$ cat src/rtl/block_xfer_pkg.sv
// Shared types and sizes for the load/store-multiple sequencer.
// Holds the FSM encoding, addressing-mode codes and bus widths.
package block_xfer_pkg;

    localparam int ADDR_W     = 16;
    localparam int DATA_W     = 16;
    localparam int NREG       = 16;
    localparam int DMEM_DEPTH = 16;
    localparam int IDX_W      = $clog2(NREG);
    localparam int CNT_W      = $clog2(NREG + 1);

    typedef enum logic [1:0] {
        IDLE,
        SETUP,
        XFER,
        DONE
    } xferState_e;

    localparam logic [1:0] MODE_IA = 2'd0;
    localparam logic [1:0] MODE_IB = 2'd1;
    localparam logic [1:0] MODE_DA = 2'd2;
    localparam logic [1:0] MODE_DB = 2'd3;

endpackage

$ cat src/rtl/block_transfer_unit_if.sv
// Bus bundle of the block-transfer unit: request handshake,
// register-file read/write ports, data-memory port, completion.
// slave  = the sequencer; master = core/memory/register-file side.
interface block_transfer_unit_if;
    import block_xfer_pkg::*;

    logic              req_valid;
    logic              req_ready;
    logic              req_load;
    logic [1:0]        req_mode;
    logic [ADDR_W-1:0] req_base;
    logic [NREG-1:0]   req_reglist;

    logic [IDX_W-1:0]  rf_rd_idx;
    logic [DATA_W-1:0] rf_rd_data;
    logic              rf_we;
    logic [IDX_W-1:0]  rf_wr_idx;
    logic [DATA_W-1:0] rf_wr_data;

    logic [ADDR_W-1:0] address;
    logic [DATA_W-1:0] writeData;
    logic [DATA_W-1:0] readData;
    logic              MemWrite;
    logic              MemRead;

    logic              done;
    logic [ADDR_W-1:0] final_addr;

    modport slave (
        input  req_valid, req_load, req_mode,
        input  req_base, req_reglist,
        input  rf_rd_data, readData,
        output req_ready, rf_rd_idx, rf_we,
        output rf_wr_idx, rf_wr_data,
        output address, writeData,
        output MemWrite, MemRead,
        output done, final_addr
    );

    modport master (
        output req_valid, req_load, req_mode,
        output req_base, req_reglist,
        output rf_rd_data, readData,
        input  req_ready, rf_rd_idx, rf_we,
        input  rf_wr_idx, rf_wr_data,
        input  address, writeData,
        input  MemWrite, MemRead,
        input  done, final_addr
    );

endinterface

$ cat src/rtl/lowest_set_bit.sv
// Priority encoder: index of the lowest set bit of vec.
// Ports: vec (in), idx (out, 0 when empty), any (out, vec != 0).
module lowest_set_bit
    import block_xfer_pkg::*;
(
    input  logic [NREG-1:0]  vec,
    output logic [IDX_W-1:0] idx,
    output logic             any
);

    // Scan downward so the lowest set bit is written last.
    always_comb begin
        idx = '0;
        any = 1'b0;
        for (int i = NREG - 1; i >= 0; i--) begin
            if (vec[i]) begin
                idx = IDX_W'(i);
                any = 1'b1;
            end
        end
    end

endmodule

$ cat src/rtl/block_transfer_unit.sv
// LDM/STM sequencer: one word per cycle between data memory
// and register file. Ports: clk, reset (async, active-high),
// bus (slave modport: request, rf ports, memory port, done).
module block_transfer_unit
    import block_xfer_pkg::*;
(
    input  logic                 clk,
    input  logic                 reset,
    block_transfer_unit_if.slave bus
);

    localparam logic [ADDR_W-1:0] ONE = ADDR_W'(1);

    xferState_e        state;
    xferState_e        nextState;

    logic              load;
    logic [1:0]        mode;
    logic [ADDR_W-1:0] base;
    logic [NREG-1:0]   mask;
    logic [ADDR_W-1:0] curAddr;
    logic [ADDR_W-1:0] finalAddr;

    logic [IDX_W-1:0]  lsbIdx;
    logic              maskAny;
    logic [NREG-1:0]   nextMask;
    logic [CNT_W-1:0]  setCount;
    logic [ADDR_W-1:0] nAddr;
    logic [ADDR_W-1:0] startAddr;
    logic [ADDR_W-1:0] endAddr;

    lowest_set_bit uLsb (
        .vec (mask),
        .idx (lsbIdx),
        .any (maskAny)
    );

    assign nextMask = mask & ~(NREG'(1) << lsbIdx);

    always_comb begin
        setCount = '0;
        for (int i = 0; i < NREG; i++) begin
            setCount = setCount + CNT_W'(mask[i]);
        end
    end

    assign nAddr = ADDR_W'(setCount);

    // Lowest register always lands on the lowest address, so
    // the decrementing modes start n-1 or n words below base.
    always_comb begin
        startAddr = base;
        unique case (mode)
            MODE_IA: startAddr = base;
            MODE_IB: startAddr = base + ONE;
            MODE_DA: startAddr = base - nAddr + ONE;
            MODE_DB: startAddr = base - nAddr;
        endcase
    end

    assign endAddr = (mode == MODE_IA || mode == MODE_IB)
                   ? base + nAddr
                   : base - nAddr;

    always_ff @(posedge clk or posedge reset) begin
        if (reset) begin
            state <= IDLE;
        end else begin
            state <= nextState;
        end
    end

    always_ff @(posedge clk or posedge reset) begin
        if (reset) begin
            load      <= 1'b0;
            mode      <= MODE_IA;
            base      <= '0;
            mask      <= '0;
            curAddr   <= '0;
            finalAddr <= '0;
        end else begin
            case (state)
                IDLE: begin
                    if (bus.req_valid) begin
                        load <= bus.req_load;
                        mode <= bus.req_mode;
                        base <= bus.req_base;
                        mask <= bus.req_reglist;
                    end
                end
                SETUP: begin
                    curAddr   <= startAddr;
                    finalAddr <= endAddr;
                end
                XFER: begin
                    mask    <= nextMask;
                    curAddr <= curAddr + ONE;
                end
                default: ;
            endcase
        end
    end

    // Outputs decode from the state register only, so strobes
    // are stable for the whole cycle and zero outside XFER.
    always_comb begin
        nextState      = state;
        bus.req_ready  = 1'b0;
        bus.rf_rd_idx  = '0;
        bus.rf_we      = 1'b0;
        bus.rf_wr_idx  = '0;
        bus.rf_wr_data = '0;
        bus.address    = '0;
        bus.writeData  = '0;
        bus.MemWrite   = 1'b0;
        bus.MemRead    = 1'b0;
        bus.done       = 1'b0;
        bus.final_addr = '0;
        unique case (state)
            IDLE: begin
                bus.req_ready = 1'b1;
                if (bus.req_valid) nextState = SETUP;
            end
            SETUP: begin
                nextState = maskAny ? XFER : DONE;
            end
            XFER: begin
                bus.address = curAddr;
                if (load) begin
                    bus.MemRead    = 1'b1;
                    bus.rf_we      = 1'b1;
                    bus.rf_wr_idx  = lsbIdx;
                    bus.rf_wr_data = bus.readData;
                end else begin
                    bus.rf_rd_idx = lsbIdx;
                    bus.writeData = bus.rf_rd_data;
                    bus.MemWrite  = 1'b1;
                end
                if (nextMask == '0) nextState = DONE;
            end
            DONE: begin
                bus.done       = 1'b1;
                bus.final_addr = finalAddr;
                nextState      = IDLE;
            end
        endcase
    end

endmodule

$ cat src/flat_wrapper.sv
// flat-port wrapper written by rule: the top's interface ports become plain ports
module block_transfer_unit_flat import block_xfer_pkg::*;
  (clk, reset, bus_req_valid, bus_req_load, bus_req_mode, bus_req_base, bus_req_reglist, bus_rf_rd_data, bus_readData, bus_req_ready, bus_rf_rd_idx, bus_rf_we, bus_rf_wr_idx, bus_rf_wr_data, bus_address, bus_writeData, bus_MemWrite, bus_MemRead, bus_done, bus_final_addr);
  block_transfer_unit_if bus_i ();
  input  logic clk;
  input  logic reset;
  input wire logic [$bits(bus_i.req_valid)-1:0] bus_req_valid;
  input wire logic [$bits(bus_i.req_load)-1:0] bus_req_load;
  input wire logic [$bits(bus_i.req_mode)-1:0] bus_req_mode;
  input wire logic [$bits(bus_i.req_base)-1:0] bus_req_base;
  input wire logic [$bits(bus_i.req_reglist)-1:0] bus_req_reglist;
  input wire logic [$bits(bus_i.rf_rd_data)-1:0] bus_rf_rd_data;
  input wire logic [$bits(bus_i.readData)-1:0] bus_readData;
  output wire logic [$bits(bus_i.req_ready)-1:0] bus_req_ready;
  output wire logic [$bits(bus_i.rf_rd_idx)-1:0] bus_rf_rd_idx;
  output wire logic [$bits(bus_i.rf_we)-1:0] bus_rf_we;
  output wire logic [$bits(bus_i.rf_wr_idx)-1:0] bus_rf_wr_idx;
  output wire logic [$bits(bus_i.rf_wr_data)-1:0] bus_rf_wr_data;
  output wire logic [$bits(bus_i.address)-1:0] bus_address;
  output wire logic [$bits(bus_i.writeData)-1:0] bus_writeData;
  output wire logic [$bits(bus_i.MemWrite)-1:0] bus_MemWrite;
  output wire logic [$bits(bus_i.MemRead)-1:0] bus_MemRead;
  output wire logic [$bits(bus_i.done)-1:0] bus_done;
  output wire logic [$bits(bus_i.final_addr)-1:0] bus_final_addr;
  assign bus_i.req_valid = bus_req_valid;
  assign bus_i.req_load = bus_req_load;
  assign bus_i.req_mode = bus_req_mode;
  assign bus_i.req_base = bus_req_base;
  assign bus_i.req_reglist = bus_req_reglist;
  assign bus_i.rf_rd_data = bus_rf_rd_data;
  assign bus_i.readData = bus_readData;
  assign bus_req_ready = bus_i.req_ready;
  assign bus_rf_rd_idx = bus_i.rf_rd_idx;
  assign bus_rf_we = bus_i.rf_we;
  assign bus_rf_wr_idx = bus_i.rf_wr_idx;
  assign bus_rf_wr_data = bus_i.rf_wr_data;
  assign bus_address = bus_i.address;
  assign bus_writeData = bus_i.writeData;
  assign bus_MemWrite = bus_i.MemWrite;
  assign bus_MemRead = bus_i.MemRead;
  assign bus_done = bus_i.done;
  assign bus_final_addr = bus_i.final_addr;
  block_transfer_unit u_core (.clk(clk), .reset(reset), .bus(bus_i));
endmodule
$ cat config.mk
export PLATFORM = sky130hd
export DESIGN_NAME = block_transfer_unit_flat
export DESIGN_NICKNAME = d
export VERILOG_FILES = /design/src/rtl/block_xfer_pkg.sv /design/src/rtl/block_transfer_unit_if.sv /design/src/rtl/lowest_set_bit.sv /design/src/rtl/block_transfer_unit.sv /design/src/flat_wrapper.sv
export SDC_FILE = /design/constraint.sdc
export NUM_CORES = 1
export LEC_CHECK = 0
export CAP_MARGIN = 20
export CORE_ASPECT_RATIO = 1.25
export CORE_MARGIN = 4
export CORE_UTILIZATION = 52
export DETAILED_ROUTE_END_ITERATION = 6
export PLACE_DENSITY = 0.79
export SYNTH_ARGS = -nofsm -noshare
export SYNTH_HDL_FRONTEND = slang
export SYNTH_SLANG_ARGS = --single-unit
$ cat constraint.sdc
create_clock -name clk -period 9.1 [get_ports clk]
set_clock_uncertainty 0.1 [all_clocks]
set_input_delay 1.365 -clock clk [delete_from_list [all_inputs] [get_ports clk]]
set_output_delay 1.365 -clock clk [all_outputs]
set_load 0.05 [all_outputs]
==> reports/results.md <==
| Item | Value | Unit |
| --- | --- | --- |
| Slew HR | 0.289 | - |
| Number of gates given a new drive strength after cts | 0 | - |
| Cell count of the worst reg-to-reg path | 18 | - |
| Most area-consuming cells after synthesis | dfrtp_1 26%, mux2_2 5.2%, ha_1 5.0% | - |
| Standard-cell rows | 46 | - |
| Final min period | 6.92 | ns |
| Worst-skew pair later-pin latency | 0.35 | ns |
| Via count of the first global-routing pass | 6,379 | - |
| Antenna Nets Post-Route | 0 | - |
| Number of buffers added on ports | 146 | - |
| Count of cells along the worst hold path | 1 | - |
| Deepest level of the CTS H-tree | 3 | - |
| Unrepaired setup endpoints after global routing | false | - |
| Aggregate global-route resource usage | 0.273 | - |
| Setup violation total in the final timing report | 0 | - |
| First-pass GRT wire length | 32,100 | um |
| Maximum fanout along the worst path | 11 | - |
| Dominant register cell in the synthesized netlist | dfrtp_1 | - |
| Number of buffers on the longest clock path | 2 | - |
| Total setup buffers inserted after CTS | 0 | - |
| Top cell type by total area after synthesis | dfrtp_1 | - |
| Clock slew seen by the registers of the worst setup and hold paths | 0.06 | ns |
| End point of the most critical hold path | u_core.finalAddr[13] | - |
| Cell at the slowest stage of the critical path | a2111oi_4 | - |
| Class of the most critical hold timing path | reg2reg | - |
| Nets in the synthesized netlist | 946 | - |
| Sink count of the clock tree | 69 | - |
| Drt first-iter violations | 458 | - |
| Sum of negative setup slack | 0 | ns |
| Area share of the largest cell type after synthesis | 0.258 | - |
| Worst-Margin Slew | 1.06 | ns |
| Maximum number of pins on one net before global-route repair | 70 | - |
| Ys Warns | 0 | - |
| Clock buffers created by TritonCTS | 9 | - |
| Post-synthesis instance area | 6700 | um^2 |
| Detailed placement HPWL | 15,300 | um |
| Number of enable flip-flop cells after synthesis | 0 | - |
| Final count of pins violating max slew | 0 | - |
| Growth of design area from synthesis to finish | 25.9 | % |
| Width of the chip | 110 | um |
| Worst EP arrival | 7.09 | ns |
| Ratio of final minimum period to clock period | 0.761 | - |
| Cell chosen for the clock root | clkbuf_16 | - |
| Peak clock frequency supported by timing | 0.144 | GHz |
| Most numerous cell in the Yosys netlist | nand2_1 | - |
| Worst Min Path Start | u_core.finalAddr[13] | - |
| Crit Reg-Reg Endpoint | u_core.curAddr[13] | - |
| Worst flop-to-flop path startpoint | u_core.mask[0] | - |
| CTS tree | done | - |
| FFs w/ async S/R, synth | 1.00 | - |
| Sequential cell area fraction in the yosys report | 0.258 | - |
| Leading post-synthesis cells by instance count | 73 x nand2_1, 69 x dfrtp_1, 60 x o21ai_0 | - |
| CP endpoint kind | flip-flop | - |
| Most common cell type on the critical path | fa_1 | - |
| Result of the run | finished, final reports clean | - |
| Post-Synthesis Cells | 837 | - |
| Per-cell via count in the routed design | 6.02 | - |
| Placeable core region | 12,700 | um^2 |
| GRT overflow | 0 | - |
| Ports placed on the boundary | 147 | - |
| Crit path kind | reg2reg | - |
| Initial Util | 0.529 | - |
| Number of library cell types mapped by synthesis | 84 | - |
| Final Wtd Congestion | 0.993 | - |
| DIE HEIGHT | 135 | um |
| Max-cap violations | 0 | - |
| Delay of the slowest cell on the worst path | 0.55 | ns |
| Number of vias after detailed routing | 6,709 | - |
| Register bit total from synthesis | 69 | - |
| Area of the die | 14,800 | um^2 |
| Initial antenna violation count | 0 | - |
| CTS hold repair buffers | 0 | - |
| Post-DR wirelength/cell | 18.0 | um |
| Post-route DRC | 0 | - |
| Number of iterations in the first detailed-routing pass | 7 | - |
| Average size of a mapped cell | 8.00 | um^2 |
| Share of post-route cells with drive strength above 1 | 0.0781 | - |
| R2R setup slack | 2.18 | ns |
| Data required time at the worst endpoint | 9.26 | ns |
| Critical path startpoint category | flip-flop | - |
| Number of inserted diodes | 0 | - |
| Number of hold violations in the final report | 0 | - |
| Count of nets after finishing | 1,051 | - |
| Wirelength, routed | 20,000 | um |
| Ordered list of cells on the worst path | ha_1 -> inv_1 -> fa_1 -> fa_1 -> fa_1 -> fa_1 -> fa_1 -> fa_1 -> inv_1 -> fa_1 -> or2_1 -> a21o_1 -> xnor2_1 -> a2111oi_4 -> o2111ai_1 -> or3_1 -> or3_1 -> a32oi_1 | - |
==> area by class of cell <==
cell class / count / area, um^2
Multi-Input combinational cell: 660 / 4540
Fill cell: 1108 / 4230
Sequential cell: 69 / 1730
Timing Repair Buffer: 150 / 1490
Clock buffer: 11 / 233
Tap cell: 168 / 210
Inverter: 52 / 195
Clock inverter: 5 / 37.5
==> through the flow <==
step	std cells	cell area, um^2	setup WS (ns)	util	hold slack, ns
2_1_floorplan	837	6700	2.71	-	0.373
3_3_place_gp	1098	8160	2.33	0.644	0.383
3_5_place_dp	1098	8160	2.20	0.644	0.388
4_1_cts	1114	8430	2.20	0.665	0.401
5_1_grt	1115	8430	1.92	0.666	0.413
6_report	1115	8430	2.18	0.666	0.400
==> flip-flops by register name (all words and copies together), names as in the netlist <==
name              flops
u_core.mask          16
u_core.base          16
u_core.state          2
u_core.curAddr       16
u_core.finalAddr     16
u_core.mode           2
u_core.load           1
==> how the worst max path moves through the flow <==
stage,from,end,slack [ns],depth (start not counted)
6_report,u_core.mask[0],u_core.curAddr[13],2.18,18
5_1_grt,u_core.mask[0],u_core.curAddr[13],1.92,18
4_1_cts,u_core.mask[0],u_core.curAddr[13],2.20,18
3_5_place_dp,u_core.mask[0],u_core.curAddr[13],2.20,18
3_3_place_gp,u_core.mask[0],u_core.curAddr[13],2.33,18
2_1_floorplan,u_core.mask[1],u_core.curAddr[13],2.71,18
==> routing by layer <==
metal  share of wire  global-route usage  vias to the layer above
li1                -                   -                     3190
met1            0.40               0.336                     3128
met2            0.48               0.461                      345
met3           0.089              0.0540                       46
met4           0.028               0.114                        0
met5               0                   0                        -
==> logic make-up (layout without fill, tap and decap cells) <==
group,Yosys count,after routing,synth area share
AND/OR/NAND/NOR,317,317,0.249
AO/OA/AOI/OAI,227,227,0.228
buffers and inverters,108,218,0.0648
flip-flops,69,69,0.258
adder cells (fa/ha/maj),39,39,0.0863
multiplexers,39,39,0.0650
XOR/XNOR,38,38,0.0497
==> critical path, delay by kind of cell, from the launching register on <==
| kind | cells | cell delay (ns) |
|---|---|---|
| XOR/XNOR | 1 | 0.19 |
| AO/OA/AOI/OAI | 4 | 1.21 |
| buffers and inverters | 2 | 0.15 |
| adder cells (fa/ha/maj) | 8 | 3.69 |
| AND/OR/NAND/NOR | 3 | 1.01 |
| flip-flops | 1 | 0.50 |
==> cells in the final DEF (no fill, tap or decap), types with 8 or more instances in the layout <==
master,instances
o21a_1,8
o21ai_0,60
clkdlybuf4s50_1,146
nor2b_1,14
mux2_2,31
nand3_1,29
ha_1,26
a21oi_1,57
nand2b_1,10
fa_1,12
and2_1,48
and3_1,27
xnor2_1,24
xor2_1,14
nor2_1,53
dfrtp_1,69
nand4_1,9
nand2_1,73
inv_1,49
nor3_1,18
clkbuf_16,9
Power is not shown: default switching activity piles up to over one toggle a cycle in this logic, so the estimate is an artifact.
